===== config.mk =====
export PLATFORM = sky130hd
export DESIGN_NAME = mem_stage_lsu_flat
export DESIGN_NICKNAME = d
export VERILOG_FILES = /design/src/rtl/mem_stage_lsu_if.sv /design/src/rtl/mem_stage_lsu.sv /design/src/flat_wrapper.sv
export SDC_FILE = /design/constraint.sdc
export NUM_CORES = 1
export LEC_CHECK = 0
export ABC_AREA = 1
export CORE_ASPECT_RATIO = 0.9
export CORE_MARGIN = 3
export CORE_UTILIZATION = 37
export DETAILED_ROUTE_END_ITERATION = 8
export PLACE_DENSITY = 0.8
export SLEW_MARGIN = 20
export SYNTH_ARGS = -nofsm -noshare
export SYNTH_HDL_FRONTEND = slang
export SYNTH_SLANG_ARGS = --single-unit

===== constraint.sdc =====
create_clock -name clk -period 2.25 [get_ports clk]
set_clock_uncertainty 0.05 [all_clocks]
set_input_delay 0.675 -clock clk [delete_from_list [all_inputs] [get_ports clk]]
set_output_delay 0.675 -clock clk [all_outputs]
set_load 0.05 [all_outputs]

===== src/rtl/mem_stage_lsu_if.sv =====
// ============================================================================
// Module      : mem_stage_lsu_if
// Description : M-stage inputs, data-memory handshake and W-stage outputs
//               of the memory-stage load/store unit.
// Revision    : 1.0 - initial release
// ============================================================================
`default_nettype none

interface mem_stage_lsu_if;
  logic        RegWriteM;
  logic        MemWriteM;
  logic [1:0]  ResultSrcM;
  logic [31:0] ALUResultM;
  logic [31:0] WriteDataM;
  logic [4:0]  RdM;
  logic [31:0] PCPlus4M;

  logic        dmem_req;
  logic        dmem_we;
  logic [31:0] dmem_addr;
  logic [31:0] dmem_wdata;
  logic        dmem_ready;
  logic [31:0] dmem_rdata;

  logic        StallM;
  logic        RegWriteW;
  logic [1:0]  ResultSrcW;
  logic [4:0]  RdW;
  logic [31:0] ALUResultW;
  logic [31:0] ReadDataW;
  logic [31:0] PCPlus4W;
  logic        BusErr;

  // Pipeline and memory side.
  modport master (
    output RegWriteM, MemWriteM, ResultSrcM, ALUResultM, WriteDataM, RdM, PCPlus4M,
    output dmem_ready, dmem_rdata,
    input  dmem_req, dmem_we, dmem_addr, dmem_wdata,
    input  StallM, RegWriteW, ResultSrcW, RdW, ALUResultW, ReadDataW, PCPlus4W, BusErr
  );

  // Load/store unit side.
  modport slave (
    input  RegWriteM, MemWriteM, ResultSrcM, ALUResultM, WriteDataM, RdM, PCPlus4M,
    input  dmem_ready, dmem_rdata,
    output dmem_req, dmem_we, dmem_addr, dmem_wdata,
    output StallM, RegWriteW, ResultSrcW, RdW, ALUResultW, ReadDataW, PCPlus4W, BusErr
  );
endinterface

`default_nettype wire


===== src/rtl/mem_stage_lsu.sv =====
// ============================================================================
// Module      : mem_stage_lsu
// Description : Memory-stage LSU with variable-latency req/ready handshake,
//               pipeline stall, timeout abort and MEM/WB register.
// Revision    : 1.0 - initial release
// ============================================================================
`default_nettype none

module mem_stage_lsu #(
  parameter int unsigned MAX_WAIT = 15
) (
  input  wire logic        clk,
  input  wire logic        reset_n,
  mem_stage_lsu_if.slave   bus
);

  localparam logic [0:0] S_IDLE = 1'b0;
  localparam logic [0:0] S_WAIT = 1'b1;
  localparam logic [7:0] C_MAX_WAIT = 8'(MAX_WAIT);

  logic [0:0] state_q, state_d;
  logic [7:0] cnt_q, cnt_d;

  logic       is_store, is_load, access;
  logic       in_wait, req, abort, stall, complete;
  logic [1:0] wb_src;

  logic        regwrite_q;
  logic [1:0]  resultsrc_q;
  logic [4:0]  rd_q;
  logic [31:0] aluresult_q;
  logic [31:0] readdata_q;
  logic [31:0] pcplus4_q;
  logic        buserr_q;

  // A store wins over a simultaneous load encoding.
  assign is_store = bus.MemWriteM;
  assign is_load  = ~bus.MemWriteM & (bus.ResultSrcM == 2'b01);
  assign access   = is_store | is_load;
  assign in_wait  = (state_q == S_WAIT);

  // Stores and the reserved 11 encoding write back the ALU result.
  assign wb_src = (is_store || bus.ResultSrcM == 2'b11) ? 2'b00 : bus.ResultSrcM;

  always_ff @(posedge clk or negedge reset_n) begin
    if (!reset_n) begin
      state_q <= S_IDLE;
      cnt_q   <= 8'd0;
    end else begin
      state_q <= state_d;
      cnt_q   <= cnt_d;
    end
  end

  always_comb begin
    state_d = state_q;
    cnt_d   = cnt_q;
    case (state_q)
      S_IDLE: begin
        if (access && !bus.dmem_ready) begin
          state_d = S_WAIT;
          cnt_d   = 8'd0;
        end
      end
      S_WAIT: begin
        if (bus.dmem_ready || cnt_q == C_MAX_WAIT) begin
          state_d = S_IDLE;
        end else if (cnt_q != 8'hFF) begin
          cnt_d = cnt_q + 8'd1;
        end
      end
      default: state_d = S_IDLE;
    endcase
  end

  always_comb begin
    req      = reset_n & ((~in_wait & access) | in_wait);
    abort    = in_wait & (cnt_q == C_MAX_WAIT) & ~bus.dmem_ready;
    stall    = req & ~bus.dmem_ready & ~abort;
    complete = req & bus.dmem_ready;
  end

  always_ff @(posedge clk or negedge reset_n) begin
    if (!reset_n) begin
      regwrite_q  <= 1'b0;
      resultsrc_q <= 2'b00;
      rd_q        <= 5'd0;
      aluresult_q <= 32'd0;
      readdata_q  <= 32'd0;
      pcplus4_q   <= 32'd0;
      buserr_q    <= 1'b0;
    end else if (stall) begin
      regwrite_q  <= 1'b0;
      resultsrc_q <= 2'b00;
    end else begin
      regwrite_q  <= bus.RegWriteM & ~abort;
      resultsrc_q <= wb_src;
      rd_q        <= bus.RdM;
      aluresult_q <= bus.ALUResultM;
      pcplus4_q   <= bus.PCPlus4M;
      if (complete && is_load) begin
        readdata_q <= bus.dmem_rdata;
      end
      if (abort) begin
        buserr_q <= 1'b1;
      end
    end
  end

  assign bus.dmem_req   = req;
  assign bus.dmem_we    = bus.MemWriteM;
  assign bus.dmem_addr  = bus.ALUResultM;
  assign bus.dmem_wdata = bus.WriteDataM;
  assign bus.StallM     = stall;
  assign bus.RegWriteW  = regwrite_q;
  assign bus.ResultSrcW = resultsrc_q;
  assign bus.RdW        = rd_q;
  assign bus.ALUResultW = aluresult_q;
  assign bus.ReadDataW  = readdata_q;
  assign bus.PCPlus4W   = pcplus4_q;
  assign bus.BusErr     = buserr_q;

endmodule

`default_nettype wire


===== src/flat_wrapper.sv =====
// flat-port wrapper written by rule: the top's interface ports become plain ports
module mem_stage_lsu_flat 
#(
  parameter int unsigned MAX_WAIT = 15
)
  (clk, reset_n, bus_RegWriteM, bus_MemWriteM, bus_ResultSrcM, bus_ALUResultM, bus_WriteDataM, bus_RdM, bus_PCPlus4M, bus_dmem_ready, bus_dmem_rdata, bus_dmem_req, bus_dmem_we, bus_dmem_addr, bus_dmem_wdata, bus_StallM, bus_RegWriteW, bus_ResultSrcW, bus_RdW, bus_ALUResultW, bus_ReadDataW, bus_PCPlus4W, bus_BusErr);
  mem_stage_lsu_if bus_i ();
  input  wire logic clk;
  input  wire logic reset_n;
  input wire logic [$bits(bus_i.RegWriteM)-1:0] bus_RegWriteM;
  input wire logic [$bits(bus_i.MemWriteM)-1:0] bus_MemWriteM;
  input wire logic [$bits(bus_i.ResultSrcM)-1:0] bus_ResultSrcM;
  input wire logic [$bits(bus_i.ALUResultM)-1:0] bus_ALUResultM;
  input wire logic [$bits(bus_i.WriteDataM)-1:0] bus_WriteDataM;
  input wire logic [$bits(bus_i.RdM)-1:0] bus_RdM;
  input wire logic [$bits(bus_i.PCPlus4M)-1:0] bus_PCPlus4M;
  input wire logic [$bits(bus_i.dmem_ready)-1:0] bus_dmem_ready;
  input wire logic [$bits(bus_i.dmem_rdata)-1:0] bus_dmem_rdata;
  output wire logic [$bits(bus_i.dmem_req)-1:0] bus_dmem_req;
  output wire logic [$bits(bus_i.dmem_we)-1:0] bus_dmem_we;
  output wire logic [$bits(bus_i.dmem_addr)-1:0] bus_dmem_addr;
  output wire logic [$bits(bus_i.dmem_wdata)-1:0] bus_dmem_wdata;
  output wire logic [$bits(bus_i.StallM)-1:0] bus_StallM;
  output wire logic [$bits(bus_i.RegWriteW)-1:0] bus_RegWriteW;
  output wire logic [$bits(bus_i.ResultSrcW)-1:0] bus_ResultSrcW;
  output wire logic [$bits(bus_i.RdW)-1:0] bus_RdW;
  output wire logic [$bits(bus_i.ALUResultW)-1:0] bus_ALUResultW;
  output wire logic [$bits(bus_i.ReadDataW)-1:0] bus_ReadDataW;
  output wire logic [$bits(bus_i.PCPlus4W)-1:0] bus_PCPlus4W;
  output wire logic [$bits(bus_i.BusErr)-1:0] bus_BusErr;
  assign bus_i.RegWriteM = bus_RegWriteM;
  assign bus_i.MemWriteM = bus_MemWriteM;
  assign bus_i.ResultSrcM = bus_ResultSrcM;
  assign bus_i.ALUResultM = bus_ALUResultM;
  assign bus_i.WriteDataM = bus_WriteDataM;
  assign bus_i.RdM = bus_RdM;
  assign bus_i.PCPlus4M = bus_PCPlus4M;
  assign bus_i.dmem_ready = bus_dmem_ready;
  assign bus_i.dmem_rdata = bus_dmem_rdata;
  assign bus_dmem_req = bus_i.dmem_req;
  assign bus_dmem_we = bus_i.dmem_we;
  assign bus_dmem_addr = bus_i.dmem_addr;
  assign bus_dmem_wdata = bus_i.dmem_wdata;
  assign bus_StallM = bus_i.StallM;
  assign bus_RegWriteW = bus_i.RegWriteW;
  assign bus_ResultSrcW = bus_i.ResultSrcW;
  assign bus_RdW = bus_i.RdW;
  assign bus_ALUResultW = bus_i.ALUResultW;
  assign bus_ReadDataW = bus_i.ReadDataW;
  assign bus_PCPlus4W = bus_i.PCPlus4W;
  assign bus_BusErr = bus_i.BusErr;
  mem_stage_lsu #(.MAX_WAIT(MAX_WAIT)) u_core (.clk(clk), .reset_n(reset_n), .bus(bus_i));
endmodule

==> results of run 1 <==
[worst reg2reg max path: cells and delay by family, from the launching register on]
family / cells / cell delay, ps
fa+ha+maj: 1 / 200
buf+inv: 5 / 660
flops: 1 / 350
simple gates: 6 / 630
[path summary, 6_finish.rpt]
path / end / slack, ps
max in group asynchronous: u_core.cnt_q[0] / 1490
worst max register to register: u_core.bus.PCPlus4W[17] / 250
worst max-delay path: bus_StallM / -60
worst min-delay path: u_core.bus.ReadDataW[26] / 310
min in group clk: u_core.bus.ReadDataW[21] / 410
worst min register to register: u_core.bus.ReadDataW[21] / 410
[per-layer routing]
| layer | share of wire (%) | wire [µm] | GRT usage (%) |
|---|---|---|---|
| met1 | 41 | 5987 | 23.74 |
| met2 | 50 | 7397 | 29.89 |
| met3 | 7.3 | 1073 | 6.443 |
| met4 | 1.6 | 241 | 7.271 |
| met5 | 0 | 0 | 0 |
[layout by cell type, fill, tap and decap left out]
master / count
nand2_1: 304
dfrtp_1: 114
clkdlybuf4s50_1: 102
buf_4: 66
dlygate4sd2_1: 61
nand3_1: 40
buf_12: 40
clkbuf_16: 17
inv_1: 14
nor2_1: 12
bufinv_16: 5
o21ai_0: 4
clkinvlp_4: 4
nand2_2: 3
clkbuf_8: 3
nor2_4: 2
nand3_4: 2
o21ai_1: 2
or2_2: 2
nand2_4: 1
nor2_2: 1
a21oi_4: 1
inv_4: 1
or2_1: 1
inv_2: 1
nand4_1: 1
nand3_2: 1
o21bai_1: 1
ha_2: 1
clkinv_2: 1
inv_6: 1
clkinv_4: 1
dlymetal6s2s_1: 1
[stage by stage]
step	instance area, µm²	std cells	utilization, %	hold slack (ps)
finish	8243	979	61.46	305.7
global route	8243	979	61.46	327.2
detailed placement	7565	940	56.40	407.4
floorplan	5090	599	-	329.4
CTS	8185	975	61.03	300.4
global placement	7565	940	56.40	402.5
[registers in the layout, indices dropped and copies added (netlist names)]
| signal | count |
|---|---|
| u_core.bus.ALUResultW | 32 |
| u_core.bus.BusErr | 1 |
| u_core.bus.PCPlus4W | 32 |
| u_core.bus.RdW | 5 |
| u_core.bus.ReadDataW | 32 |
| u_core.bus.RegWriteW | 1 |
| u_core.bus.ResultSrcW | 2 |
| u_core.cnt_q | 8 |
| u_core.in_wait | 1 |
[power groups by stage]
stage	registers [µW]	logic, µW	clock network [µW]
after floorplan	3310	602	0
after CTS	2430	2150	3070
after global routing	2460	2250	3150
final	2430	2130	3020
after global placement	2460	2210	0
after detailed placement	2470	2230	0
[repair_timing]
action | 4_1_cts | 5_1_grt
endpoints found under the hold margin | 0 | 0
setup buffers | 3 | 4
endpoints found under the setup margin | 60 | 2
hold buffers | 0 | 0
resized for setup | 63 | 7
pin swaps | 3 | 4
[cell type report]
type                            instances  area, µm²  area share [%]
Timing Repair Buffer                  270       2864           34.75
Sequential cell                       114       2853           34.61
Multi-Input combinational cell        379       1584           19.22
Clock buffer                           20      466.7           5.662
Tap cell                              168      210.2           2.550
Clock inverter                         12      202.7           2.459
Inverter                               16      62.56          0.7590
[kinds of logic after synthesis]
kind of cell | synth area share [%]
fa+ha+maj | 0.2458
simple gates | 29.28
buf+inv | 13.37
compound gates | 1.057
flops | 56.05
==> impl_metrics.yaml, run 1 <==
status:
  outcome: "complete, but fails checks"
  violations: "negative setup slack"
die:
  core_um2: 13410
  start_util_pct: 37.95
  io_pins: 312
  die_area_um2: 15200
  die_w_um: 129.6
  rows: 40
  die_h_um: 117.3
final_layout:
  area_delta_synth_final_pct: 61.95
  final_layout_size_suffix_gt1_share_pct: 18.99
  antenna_cells: 0
  layout.nets: 939
  fillers: 1141
worst_setup_path:
  cp_data_arrival_time_ps: 1590
  slowest_stage: "dfrtp_1"
  cp-end-kind: "primary output"
  path_depth: 7
  reg2reg_from: "u_core.cnt_q[1]"
  crit_buf_inv: 2
  cpPeakStageDelay_ps: 350
  path_cells: "ha_2 > nand2_4 > nor2_4 > nand3_4 > nand3_4 > inv_4 > buf_12"
  worstPathMaxFanout: 3
  reg2regPathDepth: 12
  cpMostUsedCell: "nand3_4"
  critPathTopFamily: "simple AND/OR/NAND/NOR gates"
  timing.critical_path.from: "u_core.cnt_q[1]"
  worstSetupPathType: "reg2out"
  worst_ep_required_time_ps: 1520
  cp-start-kind: "flip-flop"
clocking:
  clock-sinks: 114
  clockBufferDepth: 2
  root_buffer: "clkbuf_16"
  worst_skew_pair.late_latency_ps: 410
  h-tree-depth: 4
  tritoncts: "built"
  cts-buffers-inserted: 17
  path_clk_slew_ps: 50
routing:
  first_pass_iters: 4
  ant_nets: 0
  routed_wl_um: 14700
  drc: 0
  drt_iter0_drc: 212
  vias_per_cell: 4.566
  via_count: 4470
  wire_per_inst_um: 15.01
grt:
  grt_pass1_vias: 4315
  grt_start_max_net_pins: 80
  track_usage_pct: 18.78
  grt_pass1_wl_um: 21980
  antenna_found_initial: 0
  grt-ovfl-total: 0
power:
  seqPwrFrac_pct: 32.0
  p_leak_uw: 0.004281
  powerDensity_nw_per_um2: 919.4
  p_sw_uw: 2534
  intPower_uw: 5044
  clkPwrFrac_pct: 39.8
  peakVddDrop_v: 0.0006092
  combPwrFrac_pct: 28.1
  switching_share_pct: 33.44
  fin_total_pwr_uw: 7578
synthesis:
  synth_top_area_share_pct: 56.05
  synth.avg_cell_area_um2: 8.497
  synth.yosys.seq_area_share_pct: 56.05
  yosys-top-cells-area: "dfrtp_1 (56%), nand2_1 (23%), buf_4 (10%), nand3_1 (3.9%), buf_2 (1.9%)"
  synthCells: 599
  syn_area_um2: 5090
  yosys_warnings: 0
  ys_async_sr_fraction_pct: 100.0
  synth_most_common_cell: "nand2_1"
  synth_cell_type_count: 22
  synth_top_cell_by_area: "dfrtp_1"
  synth-edff-count: 0
  synth_nets: 740
  ys_ff_latch: 114
  synth_common_cells: "nand2_1 (307), dfrtp_1 (114), buf_4 (69)"
  ys.flop_type: "dfrtp_1"
timing:
  fmax_ghz: 0.4327
  fin_crit_sh_pct: 102.7
  period_needed_ps: 2311
  tightest_slew_ps: 525.1
  hold_viol: 0
  rsz0062_at_grt: "yes"
  fin_ws_ps: -60.94
  drv_slew: 0
  setup_violations: 1
  maxSlewHeadroom_pct: 65.13
  setup_tns_ps: -60.94
placed_design:
  dpl.hpwl_um: 10630
  gp_congestion: 0.7751
  dp_worst_setup_slack_ps: -258.3
  io_buffer_count: 247
job:
  drv_cap: 0
hold_path:
  min_path_type: "in2async"
(Power assumes the default switching activity.)
==> run 2: changes to the inputs <==
Settings changed: CORE_AREA from default to 3 3 119 121, CORE_ASPECT_RATIO 0.9 to default, CORE_MARGIN 3 to default, CORE_UTILIZATION 37 to default, DIE_AREA from default to 0 0 122 124, DONT_BUFFER_PORTS from default to 1, PLACE_DENSITY 0.8 to default.
==> run 2 against run 1 <==
  * The run ends with negative hold slack left
  * Hold slack got worse by 390 ps
  * Critical path type unchanged
  * Largest power group is now sequential cells
  * Fmax rose by 7.2%
  * Core utilization fell by 21 points
  * Clock-buffer cell count rose by 1
==> impl_metrics.yaml, run 2 (synthesis results as in run 1) <==
timing:
  fmax_ghz: 0.4639
  maxSlewHeadroom_pct: 54.83
  rsz0062_at_grt: "no"
  fin_ws_ps: 94.23
  setup_tns_ps: 0
  setup_violations: 0
  hold_viol: 114
  tightest_slew_ps: 677.5
  fin_crit_sh_pct: 95.81
  hold_slack_ps: -84.08
  drv_slew: 0
  period_needed_ps: 2156
worst_setup_path:
  worstPathMaxFanout: 10
  reg2reg_from: "u_core.cnt_q[0]"
  cp_data_arrival_time_ps: 1430
  cpPeakStageDelay_ps: 470
  worst_ep_required_time_ps: 1520
  reg2reg_setup_slack_ps: 280
  slowest_stage: "dfrtp_2"
  cp-end-kind: "primary output"
  reg2regPathDepth: 9
  path_cells: "nor2_2 > a21oi_4 > nand3_4 > inv_8"
  worstSetupPathType: "reg2out"
  r2r_end: "u_core.bus.PCPlus4W[18]"
  cp-start-kind: "flip-flop"
final_layout:
  final_common_cell: "nand2_1"
  design_area_um2: 5355
  fillers: 1318
  seqCellArea_um2: 2854
  area_delta_synth_final_pct: 5.211
  final_layout_size_suffix_gt1_share_pct: 10.00
  multi_input_area_um2: 1592
  mostFrequentLayoutCells: "nand2_1 (306), dfrtp_1 (113), nand3_1 (40)"
  instances_no_fill: 726
  layout.nets: 679
  antenna_cells: 0
placed_design:
  dp_cells: 691
  io_buffer_count: 0
  gp_congestion: 0.7680
  dpl.hpwl_um: 8101
  dp_worst_setup_slack_ps: 91.44
  postPlaceCellArea_um2: 4735
routing:
  drt_iter0_drc: 182
  ant_nets: 0
  drc: 0
  routed_wl_um: 11450
  wire_per_inst_um: 15.77
  first_pass_iters: 4
  via_count: 3522
  vias_per_cell: 4.851
clocking:
  worst_skew_pair.late_latency_ps: 400
  cts-buffers-inserted: 17
  tritoncts: "built"
  root_buffer: "clkbuf_16"
  h-tree-depth: 4
  clock-sinks: 114
  path_clk_slew_ps: 50
  clockBufferDepth: 2
grt:
  grt_pass1_wl_um: 17170
  grt_pass1_vias: 3313
  grt-ovfl-total: 0
  antenna_found_initial: 0
  track_usage_pct: 14.74
  grt_start_max_net_pins: 117
power:
  p_leak_uw: 0.002807
  powerDensity_nw_per_um2: 1146
  fin_total_pwr_uw: 6137
  peakVddDrop_v: 0.0003962
status:
  violations: "negative hold slack"
  outcome: "complete, but fails checks"
die:
  io_pins: 312
  core_um2: 13190
  die_w_um: 122
  rows: 42
  die_h_um: 124
  start_util_pct: 38.59
  die_area_um2: 15130
job:
  drv_cap: 0
hold_path:
  min_path_type: "in2async"
-- run 2: cell types whose count changed in the layout (fill, tap and decap cells not counted), moves of 2 or more --
cell,previous run,this run
bufinv_16,5,1
clkdlybuf4s50_1,102,0
nand2_1,304,306
dlygate4sd2_1,61,0
clkbuf_1,0,2
buf_4,66,10
nand2_2,3,1
buf_12,40,0
clkinv_2,1,5
-- run 2: area by class of cell --
| class | instances | area share, % |
|---|---|---|
| Tap cell | 176 | 4.112 |
| Timing Repair Buffer | 10 | 1.402 |
| Inverter | 16 | 1.262 |
| Sequential cell | 114 | 53.29 |
| Clock buffer | 21 | 8.598 |
| Clock inverter | 10 | 1.612 |
| Multi-Input combinational cell | 379 | 29.72 |
-- run 2: per-stage QoR --
stage | util (%) | hold slack, ps
after floorplan | - | 329.4
after global placement | 35.89 | 332.1
after detailed placement | 35.89 | 331.3
after CTS | 40.30 | -111.3
after global routing | 40.60 | -116.6
final | 40.60 | -84.08
-- run 2: worst max-delay path: cells and delay by family, from the launching register on --
family,cells,cell delay [ps]
and+or+nand+nor,2,220
AOI/OAI and AO/OA,1,220
buffers and inverters,1,120
DFF,1,470
-- run 2: power by group --
part	leakage (µW)	internal, µW	switching, µW	total [µW]
sequential	0.00140	2280	1060	3340
combinational	0.00115	133	217	349
clock	0.000264	1560	891	2450
total	0.00281	3970	2160	6140
-- run 2: layer usage --
layer	GRT usage (%)	routed length, µm	share of wire, %
met1	17.13	4391	38
met2	23.27	5653	49
met3	6.540	1151	10
met4	7.283	252	2.2
met5	0	0	0
-- run 2: what timing repair did --
action | in CTS | in global routing
hold endpoints to repair | 114 | 114
gates resized for setup | 7 | 4
endpoints found under the setup margin | 1 | 1
pin swaps | 2 | 1
buffers inserted | 2 | 2
-- run 2: worst max-delay path by stage --
| stage | slack [ps] | startpoint | cells past startpoint | endpoint |
|---|---|---|---|---|
| after floorplan | 90 | bus_ResultSrcM[1] | 6 | bus_StallM |
| after global placement | 150 | bus_ResultSrcM[1] | 8 | u_core.bus.ALUResultW[1] |
| after detailed placement | 90 | bus_ResultSrcM[1] | 8 | u_core.bus.PCPlus4W[27] |
| after CTS | 20 | u_core.cnt_q[1] | 6 | bus_StallM |
| after global routing | 8 | u_core.in_wait | 4 | bus_StallM |
| final | 90 | u_core.in_wait | 4 | bus_StallM |
